**src/rtl/pedge_gen_pkg.sv**
```systemverilog
// Shared types and constants for the positive-edge generator.
// Lane FSM encoding, drop counter width, and a compile-time max helper
// used to size the per-lane phase timer.
package pedge_gen_pkg;

    typedef enum logic [1:0] {
        IDLE = 2'd0,
        HIGH = 2'd1,
        GAP  = 2'd2
    } lane_state_t;

    localparam int DROP_CNT_W = 16;

    function automatic int max_int(input int a, input int b);
        return (a > b) ? a : b;
    endfunction

endpackage

```
**src/rtl/pedge_gen_lane.sv**
```systemverilog
// One lane of the positive-edge generator.
// Turns one-cycle requests into a HIGH_CYCLES-wide high pulse followed by
// at least LOW_CYCLES low cycles. Requests arriving while the lane is busy
// are queued in a saturating pending counter. A request that cannot be
// queued raises the sticky ovf bit and pulses the drop strobe (same cycle
// as the offending request).
module pedge_gen_lane
    import pedge_gen_pkg::*;
#(
    parameter int HIGH_CYCLES = 1,
    parameter int LOW_CYCLES  = 1,
    parameter int PEND_W      = 2
) (
    input  logic clk,
    input  logic reset,
    input  logic req,
    input  logic ovf_clr,
    output logic out,
    output logic busy,
    output logic ovf,
    output logic drop
);

    // Timer counts down to zero within each phase; zero marks the final cycle.
    localparam int TW = $clog2(max_int(HIGH_CYCLES, LOW_CYCLES) + 1);

    localparam logic [TW-1:0]     H_LOAD   = TW'(HIGH_CYCLES - 1);
    localparam logic [TW-1:0]     L_LOAD   = TW'(LOW_CYCLES - 1);
    localparam logic [TW-1:0]     T_ONE    = TW'(1);
    localparam logic [PEND_W-1:0] P_ONE    = PEND_W'(1);
    localparam logic [PEND_W-1:0] PEND_MAX = {PEND_W{1'b1}};

    lane_state_t       state;
    lane_state_t       state_nxt;
    logic [TW-1:0]     timer;
    logic [TW-1:0]     timer_nxt;
    logic [PEND_W-1:0] pending;
    logic [PEND_W-1:0] pending_nxt;
    logic              final_gap;
    logic              queue_req;

    // The last GAP cycle is the only busy cycle where a request launches
    // directly instead of being queued.
    assign final_gap = (state == GAP) && (timer == '0);
    assign queue_req = req && ((state == HIGH) || ((state == GAP) && !final_gap));

    assign busy = (state != IDLE) || (pending != '0);

    // Next-state, timer and pending-count decode.
    always_comb begin
        state_nxt   = state;
        timer_nxt   = timer;
        pending_nxt = pending;
        drop        = 1'b0;

        case (state)
            IDLE: begin
                if (req) begin
                    state_nxt = HIGH;
                    timer_nxt = H_LOAD;
                end
            end
            HIGH: begin
                if (timer == '0) begin
                    state_nxt = GAP;
                    timer_nxt = L_LOAD;
                end else begin
                    timer_nxt = timer - T_ONE;
                end
            end
            GAP: begin
                if (!final_gap) begin
                    timer_nxt = timer - T_ONE;
                end else if (pending != '0) begin
                    // Launch a queued edge; a same-cycle request takes its
                    // place in the queue, so the count only drops without one.
                    state_nxt = HIGH;
                    timer_nxt = H_LOAD;
                    if (!req) begin
                        pending_nxt = pending - P_ONE;
                    end
                end else if (req) begin
                    state_nxt = HIGH;
                    timer_nxt = H_LOAD;
                end else begin
                    state_nxt = IDLE;
                end
            end
            default: begin
                state_nxt   = IDLE;
                timer_nxt   = '0;
                pending_nxt = '0;
            end
        endcase

        if (queue_req) begin
            if (pending == PEND_MAX) begin
                drop = 1'b1;
            end else begin
                pending_nxt = pending + P_ONE;
            end
        end
    end

    // Lane state, registered output level and sticky overflow flag.
    always_ff @(posedge clk or posedge reset) begin
        if (reset) begin
            state   <= IDLE;
            timer   <= '0;
            pending <= '0;
            out     <= 1'b0;
            ovf     <= 1'b0;
        end else begin
            state   <= state_nxt;
            timer   <= timer_nxt;
            pending <= pending_nxt;
            out     <= (state_nxt == HIGH);
            ovf     <= ovf_clr ? 1'b0 : (ovf | drop);
        end
    end

endmodule

```
**src/rtl/pedge_generator.sv**
```systemverilog
// Positive-edge generator: N independent lanes converting request pulses
// into clean, spaced rising edges for a downstream edge detector.
// Optional feature macro: PEDGE_GEN_DROP_CNT_EN adds a saturating 16-bit
// count of requests dropped across all lanes (drop_cnt output).
module pedge_generator
    import pedge_gen_pkg::*;
#(
    parameter int N           = 8,
    parameter int HIGH_CYCLES = 1,
    parameter int LOW_CYCLES  = 1,
    parameter int PEND_W      = 2
) (
    input  logic                  clk,
    input  logic                  reset,
    input  logic [N-1:0]          req,
    input  logic                  ovf_clr,
    output logic [N-1:0]          out,
    output logic [N-1:0]          busy,
    output logic [N-1:0]          ovf
`ifdef PEDGE_GEN_DROP_CNT_EN
    ,
    output logic [DROP_CNT_W-1:0] drop_cnt
`endif
);

    logic [N-1:0] drop;

    for (genvar i = 0; i < N; i++) begin : g_lane
        pedge_gen_lane #(
            .HIGH_CYCLES (HIGH_CYCLES),
            .LOW_CYCLES  (LOW_CYCLES),
            .PEND_W      (PEND_W)
        ) u_lane (
            .clk     (clk),
            .reset   (reset),
            .req     (req[i]),
            .ovf_clr (ovf_clr),
            .out     (out[i]),
            .busy    (busy[i]),
            .ovf     (ovf[i]),
            .drop    (drop[i])
        );
    end

`ifdef PEDGE_GEN_DROP_CNT_EN

    function automatic logic [DROP_CNT_W-1:0] popcount(input logic [N-1:0] v);
        logic [DROP_CNT_W-1:0] cnt;
        cnt = '0;
        for (int k = 0; k < N; k++) begin
            cnt = cnt + DROP_CNT_W'(v[k]);
        end
        return cnt;
    endfunction

    function automatic logic [DROP_CNT_W-1:0] sat_add(input logic [DROP_CNT_W-1:0] a,
                                                      input logic [DROP_CNT_W-1:0] b);
        logic [DROP_CNT_W:0] sum;
        sum = {1'b0, a} + {1'b0, b};
        return sum[DROP_CNT_W] ? {DROP_CNT_W{1'b1}} : sum[DROP_CNT_W-1:0];
    endfunction

    // Total dropped requests; ovf_clr deliberately leaves this untouched.
    always_ff @(posedge clk or posedge reset) begin
        if (reset) begin
            drop_cnt <= '0;
        end else begin
            drop_cnt <= sat_add(drop_cnt, popcount(drop));
        end
    end

`else

    // Drop strobes have no consumer without the counter.
    logic drop_unused;
    assign drop_unused = ^drop;

`endif

endmodule

```
**config.mk**
```make
export PLATFORM = sky130hd
export DESIGN_NAME = pedge_generator
export DESIGN_NICKNAME = d
export VERILOG_FILES = /design/src/rtl/pedge_gen_pkg.sv /design/src/rtl/pedge_gen_lane.sv /design/src/rtl/pedge_generator.sv
export SDC_FILE = /design/constraint.sdc
export NUM_CORES = 1
export LEC_CHECK = 0
export BUFFER_PORTS_ARGS = -buffer_cell sky130_fd_sc_hd__buf_4
export CAP_MARGIN = 10
export CORE_UTILIZATION = 50
export CTS_CLUSTER_DIAMETER = 40
export DETAILED_ROUTE_END_ITERATION = 12
export PLACE_DENSITY = 0.68
export SLEW_MARGIN = 20
export SYNTH_ARGS = -nofsm -noshare
export SYNTH_HDL_FRONTEND = slang
export SYNTH_SLANG_ARGS = --single-unit
export TNS_END_PERCENT = 30
```
**constraint.sdc**
```tcl
create_clock -name clk -period 2.5 [get_ports clk]
set_input_delay 0.125 -clock clk [delete_from_list [all_inputs] [get_ports clk]]
set_output_delay 0.125 -clock clk [all_outputs]
set_load 0.01 [all_outputs]
```
==> results.toml, run 1 <==
[detailed_routing]
drc = 0
ant_nets = 0
initialDrtViolationCount = 105
wl_mm = 6.141
drtPass1Iterations = 4
vias = 2541
wire_per_inst_um = 13.04
avgViaCountPerCell = 5.395

[global_routing]
grtUsageTotal = 0.1781
grt_max_degree = 38
antenna_found_initial = 0
overflow = 0
grt_pass1_wl_mm = 10.63
grt_pass1_vias = 2430

[pwr]
powerDensity_nw_per_um2 = 1097
sw_frac_of_total = 0.3927
seqPwrFrac = 0.392
power_frac_clock = 0.152
ir_worst_vdd_mv = 0.5717
p_switching_w = 0.001655
combPwrFrac = 0.456
p_leak_nw = 1.741
intPower_w = 0.002560

[placement]
portBuffers = 34
hpwl_mm = 4.506
dp.cells = 462
gp_congestion = 0.8728

[clock_network]
htree_levels = 2
cts_buffers = 5
cts_setup_buffers = 0
clock_sinks = 56
cts_hold_buf = 1
clk_pin_slew_ns = 0.10
cts_tree = "built"
ctsResizeCount = 0
clock_path_buffers = 2
root_buffer = "clkbuf_8"
clk_latency_ns = 0.31

[timing]
finClkSkew_ns = 0.004679
rsz0062_at_grt = "false"
clock.fmax_mhz = 667.5
maxSlewViolCount = 0
fin_crit_ns = 1.498
max-slew-margin-rel = 0.4876
final_min_period_over_clock_period = 0.5993
final.setup.tns_ns = 0
worstMarginPinSlew_ns = 0.7675
finalSetupViolCount = 0
hold_viol = 0

[floorplan]
rows = 30
dieArea_um2 = 7586
die_w_um = 87.10
die_h_um = 87.10
start_util = 0.5243
core_area_um2 = 6907
ios = 35

[worst_setup_path]
cp.arrival_ns = 1.72
slowest_delay_ns = 0.42
slowest_stage = "dfrtp_1"
critPathMaxFanout = 5
timing.critical_path.buf_inv = 1
r2r_slack_ns = 1.00
start_kind = "flip-flop"
reg2reg_depth = 6
timing.rr.end = "g_lane[7].u_lane.pending[1]"
cp_top_family = "simple AND/OR/NAND/NOR gates"
required_ns = 2.72
crit_type = "flip-flop to flip-flop"
worstReg2RegStart = "g_lane[7].u_lane.pending[1]"
end_kind = "flip-flop"
crit_chain = "inv_1 > ha_1 > nor4_2 > and2_1 > nor2_1 > o32ai_2"

[logic_synthesis]
synth_nets = 404
synthesis.area_um2 = 3621
ys_async_sr_fraction = 1.000
synth_seq_cells = 56
synth_edf_count = 0
synthFlopType = "dfrtp_1"
syn_area_per_cell_um2 = 9.813
netlist_instances = 369
yosys.area.top_type_share = 0.3870
yosysMostFrequentCell = "dfrtp_1"
synth_common_cells = "56 x dfrtp_1, 38 x nand2_1, 34 x o21ai_0"
netlist_top_cells_area = "dfrtp_1 39%, ha_1 8.3%, buf_4 6.2%"
synth_seq_area_share = 0.3870
ys_types = 35
synth-warning-count = 0
yosys.area.top_type = "dfrtp_1"

[cells_and_area]
nets = 409
area_growth_pct = 6.116
stdcell_count = 471
layout-drive-gt1-share = 0.2453
diodes = 0

[min_path]
hold_end = "g_lane[2].u_lane.timer"
min_path_cells = 2
worstHoldPathType = "primary input to flip-flop"
hold_start = "req[2]"

[run]
cap_violations = 0

[status]
status = "completed"
[worst max path at each step]
stage / start / to / cells past startpoint
2_1_floorplan: reset / g_lane[0].u_lane.out / 1
3_3_place_gp: g_lane[5].u_lane.pending[1] / g_lane[5].u_lane.pending[1] / 5
3_5_place_dp: g_lane[7].u_lane.pending[1] / g_lane[7].u_lane.pending[1] / 6
4_1_cts: g_lane[7].u_lane.pending[1] / g_lane[7].u_lane.pending[1] / 6
5_1_grt: g_lane[7].u_lane.pending[1] / g_lane[7].u_lane.pending[1] / 6
6_report: g_lane[7].u_lane.pending[1] / g_lane[7].u_lane.pending[1] / 6
[logic make-up after synthesis]
| kind of cell | synth area share |
|---|---|
| buffers and inverters | 0.1133 |
| flip-flops | 0.3870 |
| AO/OA/AOI/OAI | 0.1977 |
| AND/OR/NAND/NOR | 0.2191 |
| adder cells (fa/ha/maj) | 0.08293 |
[per-stage QoR]
step / hold WS [ns] / util / instance area [um^2] / power [W] / setup WS [ns]
3_3_place_gp: 0.3275 / 0.5366 / 3706 / 0.003536 / 1.067
6_report: 0.01816 / 0.5563 / 3842 / 0.004215 / 1.002
4_1_cts: 0.01190 / 0.5563 / 3842 / 0.004263 / 0.9884
5_1_grt: 0.0006175 / 0.5563 / 3842 / 0.004609 / 0.8766
3_5_place_dp: 0.3315 / 0.5366 / 3706 / 0.003613 / 1.007
2_1_floorplan: 0.1964 / - / 3621 / 0.003397 / 1.004
[layout make-up]
cell class                      count  area [um^2]
Clock buffer                        7        96.34
Sequential cell                    56         1401
Fill cell                         633         3064
Tap cell                           96        120.1
Multi-Input combinational cell    246         1809
Inverter                           28        105.1
Clock inverter                      1        30.03
Timing Repair Buffer               37        280.3
[state kept, by name, indices dropped and copies added (netlist names)]
name                   flops
g_lane.u_lane.state       16
g_lane.u_lane.out          8
g_lane.u_lane.timer        8
g_lane.u_lane.ovf          8
g_lane.u_lane.pending     16
[metal layers]
metal / routed length, um / track usage / up-vias
li1: - / - / 1263
met1: 2903 / 0.2166 / 1238
met2: 2983 / 0.3178 / 35
met3: 174 / 0.03412 / 5
met4: 80 / 0.05663 / 0
met5: 0 / 0 / -
[cells in the final DEF, fill, tap and decap left out, types with 7 or more instances in the layout]
| cell | n |
|---|---|
| o311a_2 | 12 |
| buf_4 | 36 |
| o32ai_2 | 7 |
| dfrtp_1 | 56 |
| nor2_1 | 19 |
| or2b_1 | 15 |
| inv_1 | 27 |
| nand2b_1 | 10 |
| nand2_1 | 38 |
| a21oi_2 | 7 |
| o21ai_0 | 34 |
| nor2b_1 | 7 |
| nor4_2 | 7 |
| o31ai_1 | 8 |
| a31oi_1 | 9 |
| nor4b_1 | 7 |
| nand3b_1 | 8 |
| ha_1 | 24 |
| clkbuf_8 | 7 |
[power groups by stage]
stage	combinational, W	clock (W)	sequential, W
6_report	0.00192	0.000640	0.00165
3_3_place_gp	0.00187	0	0.00166
2_1_floorplan	0.00201	0	0.00139
5_1_grt	0.00217	0.000703	0.00173
3_5_place_dp	0.00195	0	0.00167
4_1_cts	0.00195	0.000658	0.00165
Power figures use the tool's default switching activity.
==> inputs of run 2 (changes only) <==
- clock period: 2.5 -> 1.45 ns (I/O delays scaled with it)
==> results.toml, run 2 (synthesis gave the netlist of run 1 again) <==
[global_routing]
grtUsageTotal = 0.1759
grt_max_degree = 34
grt_pass1_wl_mm = 10.63
antenna_found_initial = 0
grt_pass1_vias = 2431
overflow = 0

[pwr]
combPwrFrac = 0.541
sw_frac_of_total = 0.3947
seqPwrFrac = 0.348
intPower_w = 0.004698
power_frac_clock = 0.111
p_leak_nw = 1.909
powerDensity_nw_per_um2 = 1844
finalPower_w = 0.007761
ir_worst_vdd_mv = 0.7021
p_switching_w = 0.003063

[placement]
place_ws_ns = 0.008915
gp_congestion = 0.8047
portBuffers = 34
hpwl_mm = 4.585
dp.cells = 482

[cells_and_area]
diodes = 0
stdcell_count = 505
nets = 443
final_cell_mix = "63 x buf_4, 54 x dfrtp_1, 38 x nand2_1"
area_growth_pct = 16.24
layout-drive-gt1-share = 0.3276
reg_top3 = "g_lane.u_lane.pending (16), g_lane.u_lane.state (16)"
final_common_cell = "buf_4"

[floorplan]
ios = 35
die_h_um = 87.10
rows = 30
start_util = 0.5243
dieArea_um2 = 7586
die_w_um = 87.10
core_area_um2 = 6907

[timing]
final_min_period_over_clock_period = 0.9917
worstMarginPinSlew_ns = 0.4098
finClkSkew_ns = 0.002537
max-slew-margin-rel = 0.7268
rsz0062_at_grt = "true"
finalSetupViolCount = 0
fin_crit_ns = 1.438
hold_viol = 0
finalWorstSetupSlack_ns = 0.01199
maxSlewViolCount = 0
clock.fmax_mhz = 695.4

[clock_network]
htree_levels = 2
root_buffer = "clkbuf_8"
cts_buffers = 5
cts_tree = "built"
clock_sinks = 56
clk_latency_ns = 0.30
clock_path_buffers = 2
clk_pin_slew_ns = 0.09

[detailed_routing]
drtPass1Iterations = 4
wire_per_inst_um = 12.49
vias = 2663
drc = 0
avgViaCountPerCell = 5.273
ant_nets = 0
wl_mm = 6.305
initialDrtViolationCount = 109

[worst_setup_path]
cp.arrival_ns = 1.65
required_ns = 1.66
critPathMaxFanout = 5
end_kind = "flip-flop"
start_kind = "flip-flop"
reg2reg_depth = 6
r2r_slack_ns = 0.01
crit_type = "flip-flop to flip-flop"

[min_path]
worstHoldPathType = "primary input to flip-flop"
min_path_cells = 2

[status]
status = "completed"

[run]
cap_violations = 0
==> run 2: cell count changes in the layout (fill, tap and decap cells not counted), moves of 4 or more <==
cell,previous run,this run
a21oi_2,7,3
a21oi_4,0,4
buf_4,36,63
dlygate4sd3_1,1,8
==> run 2: critical path: stages (launching register included) <==
cell and delay (ns):
dfrtp_2 0.46, buf_4 0.15, ha_1 0.18, nand2b_4 0.15, a21oi_4 0.14, o21ba_4 0.18, o32ai_2 0.10
==> run 2: worst paths after layout <==
| check | start | end |
|---|---|---|
| min reg2reg | g_lane[4].u_lane.ovf | g_lane[4].u_lane.ovf |
| max | g_lane[6].u_lane.pending[1] | g_lane[6].u_lane.pending[1] |
| max reg2reg | g_lane[6].u_lane.pending[1] | g_lane[6].u_lane.pending[1] |
| min in group asynchronous | reset | g_lane[2].u_lane.out |
| min | ovf_clr | g_lane[7].u_lane.ovf |
| max in group asynchronous | reset | g_lane[6].u_lane.pending[1] |
==> run 2: per-layer routing <==
metal	wire length [um]	track usage	up-vias	part of all wire
li1	-	-	1339	-
met1	2972	0.2291	1292	0.47
met2	3144	0.3035	27	0.50
met3	118	0.02844	5	0.019
met4	69	0.04918	0	0.011
met5	0	0	-	0
==> run 2: stage by stage <==
step	instance area [um^2]	setup TNS [ns]	hold slack, ns	utilization
2_1_floorplan	3621	0	0.1439	-
3_3_place_gp	3856	0	0.1444	0.5583
3_5_place_dp	3856	0	0.1541	0.5583
4_1_cts	4036	-0.0002444	0.02029	0.5844
5_1_grt	4209	-0.3915	0.01453	0.6094
6_report	4209	0	0.01968	0.6094
==> run 2: power by group through the flow <==
stage | combinational [W] | clock (W) | sequential, W
6_report | 0.00420 | 0.000862 | 0.00270
5_1_grt | 0.00472 | 0.000964 | 0.00279
4_1_cts | 0.00389 | 0.000900 | 0.00268
3_5_place_dp | 0.00386 | 0 | 0.00270
3_3_place_gp | 0.00375 | 0 | 0.00270
2_1_floorplan | 0.00346 | 0 | 0.00239
==> run 2: what timing repair did <==
action / CTS / global route
setup buffers: 1 / 6
gates resized for setup: 0 / 28
pin swaps: 0 / 6
endpoints found under the setup margin: 2 / 10
endpoints found under the hold margin: 63 / 0
gates cloned: 0 / 0
hold buffers: 8 / 0
==> run 2: final cells by class <==
cell class | instances | area (um^2)
fillers | 605 | 2698
multi-input cells | 246 | 1934
flip-flops and latches | 56 | 1404
repair buffers | 71 | 553.0
well taps | 96 | 120.1
inverters | 28 | 105.1
clock buffers | 6 | 82.58
clock inverters | 2 | 10.01
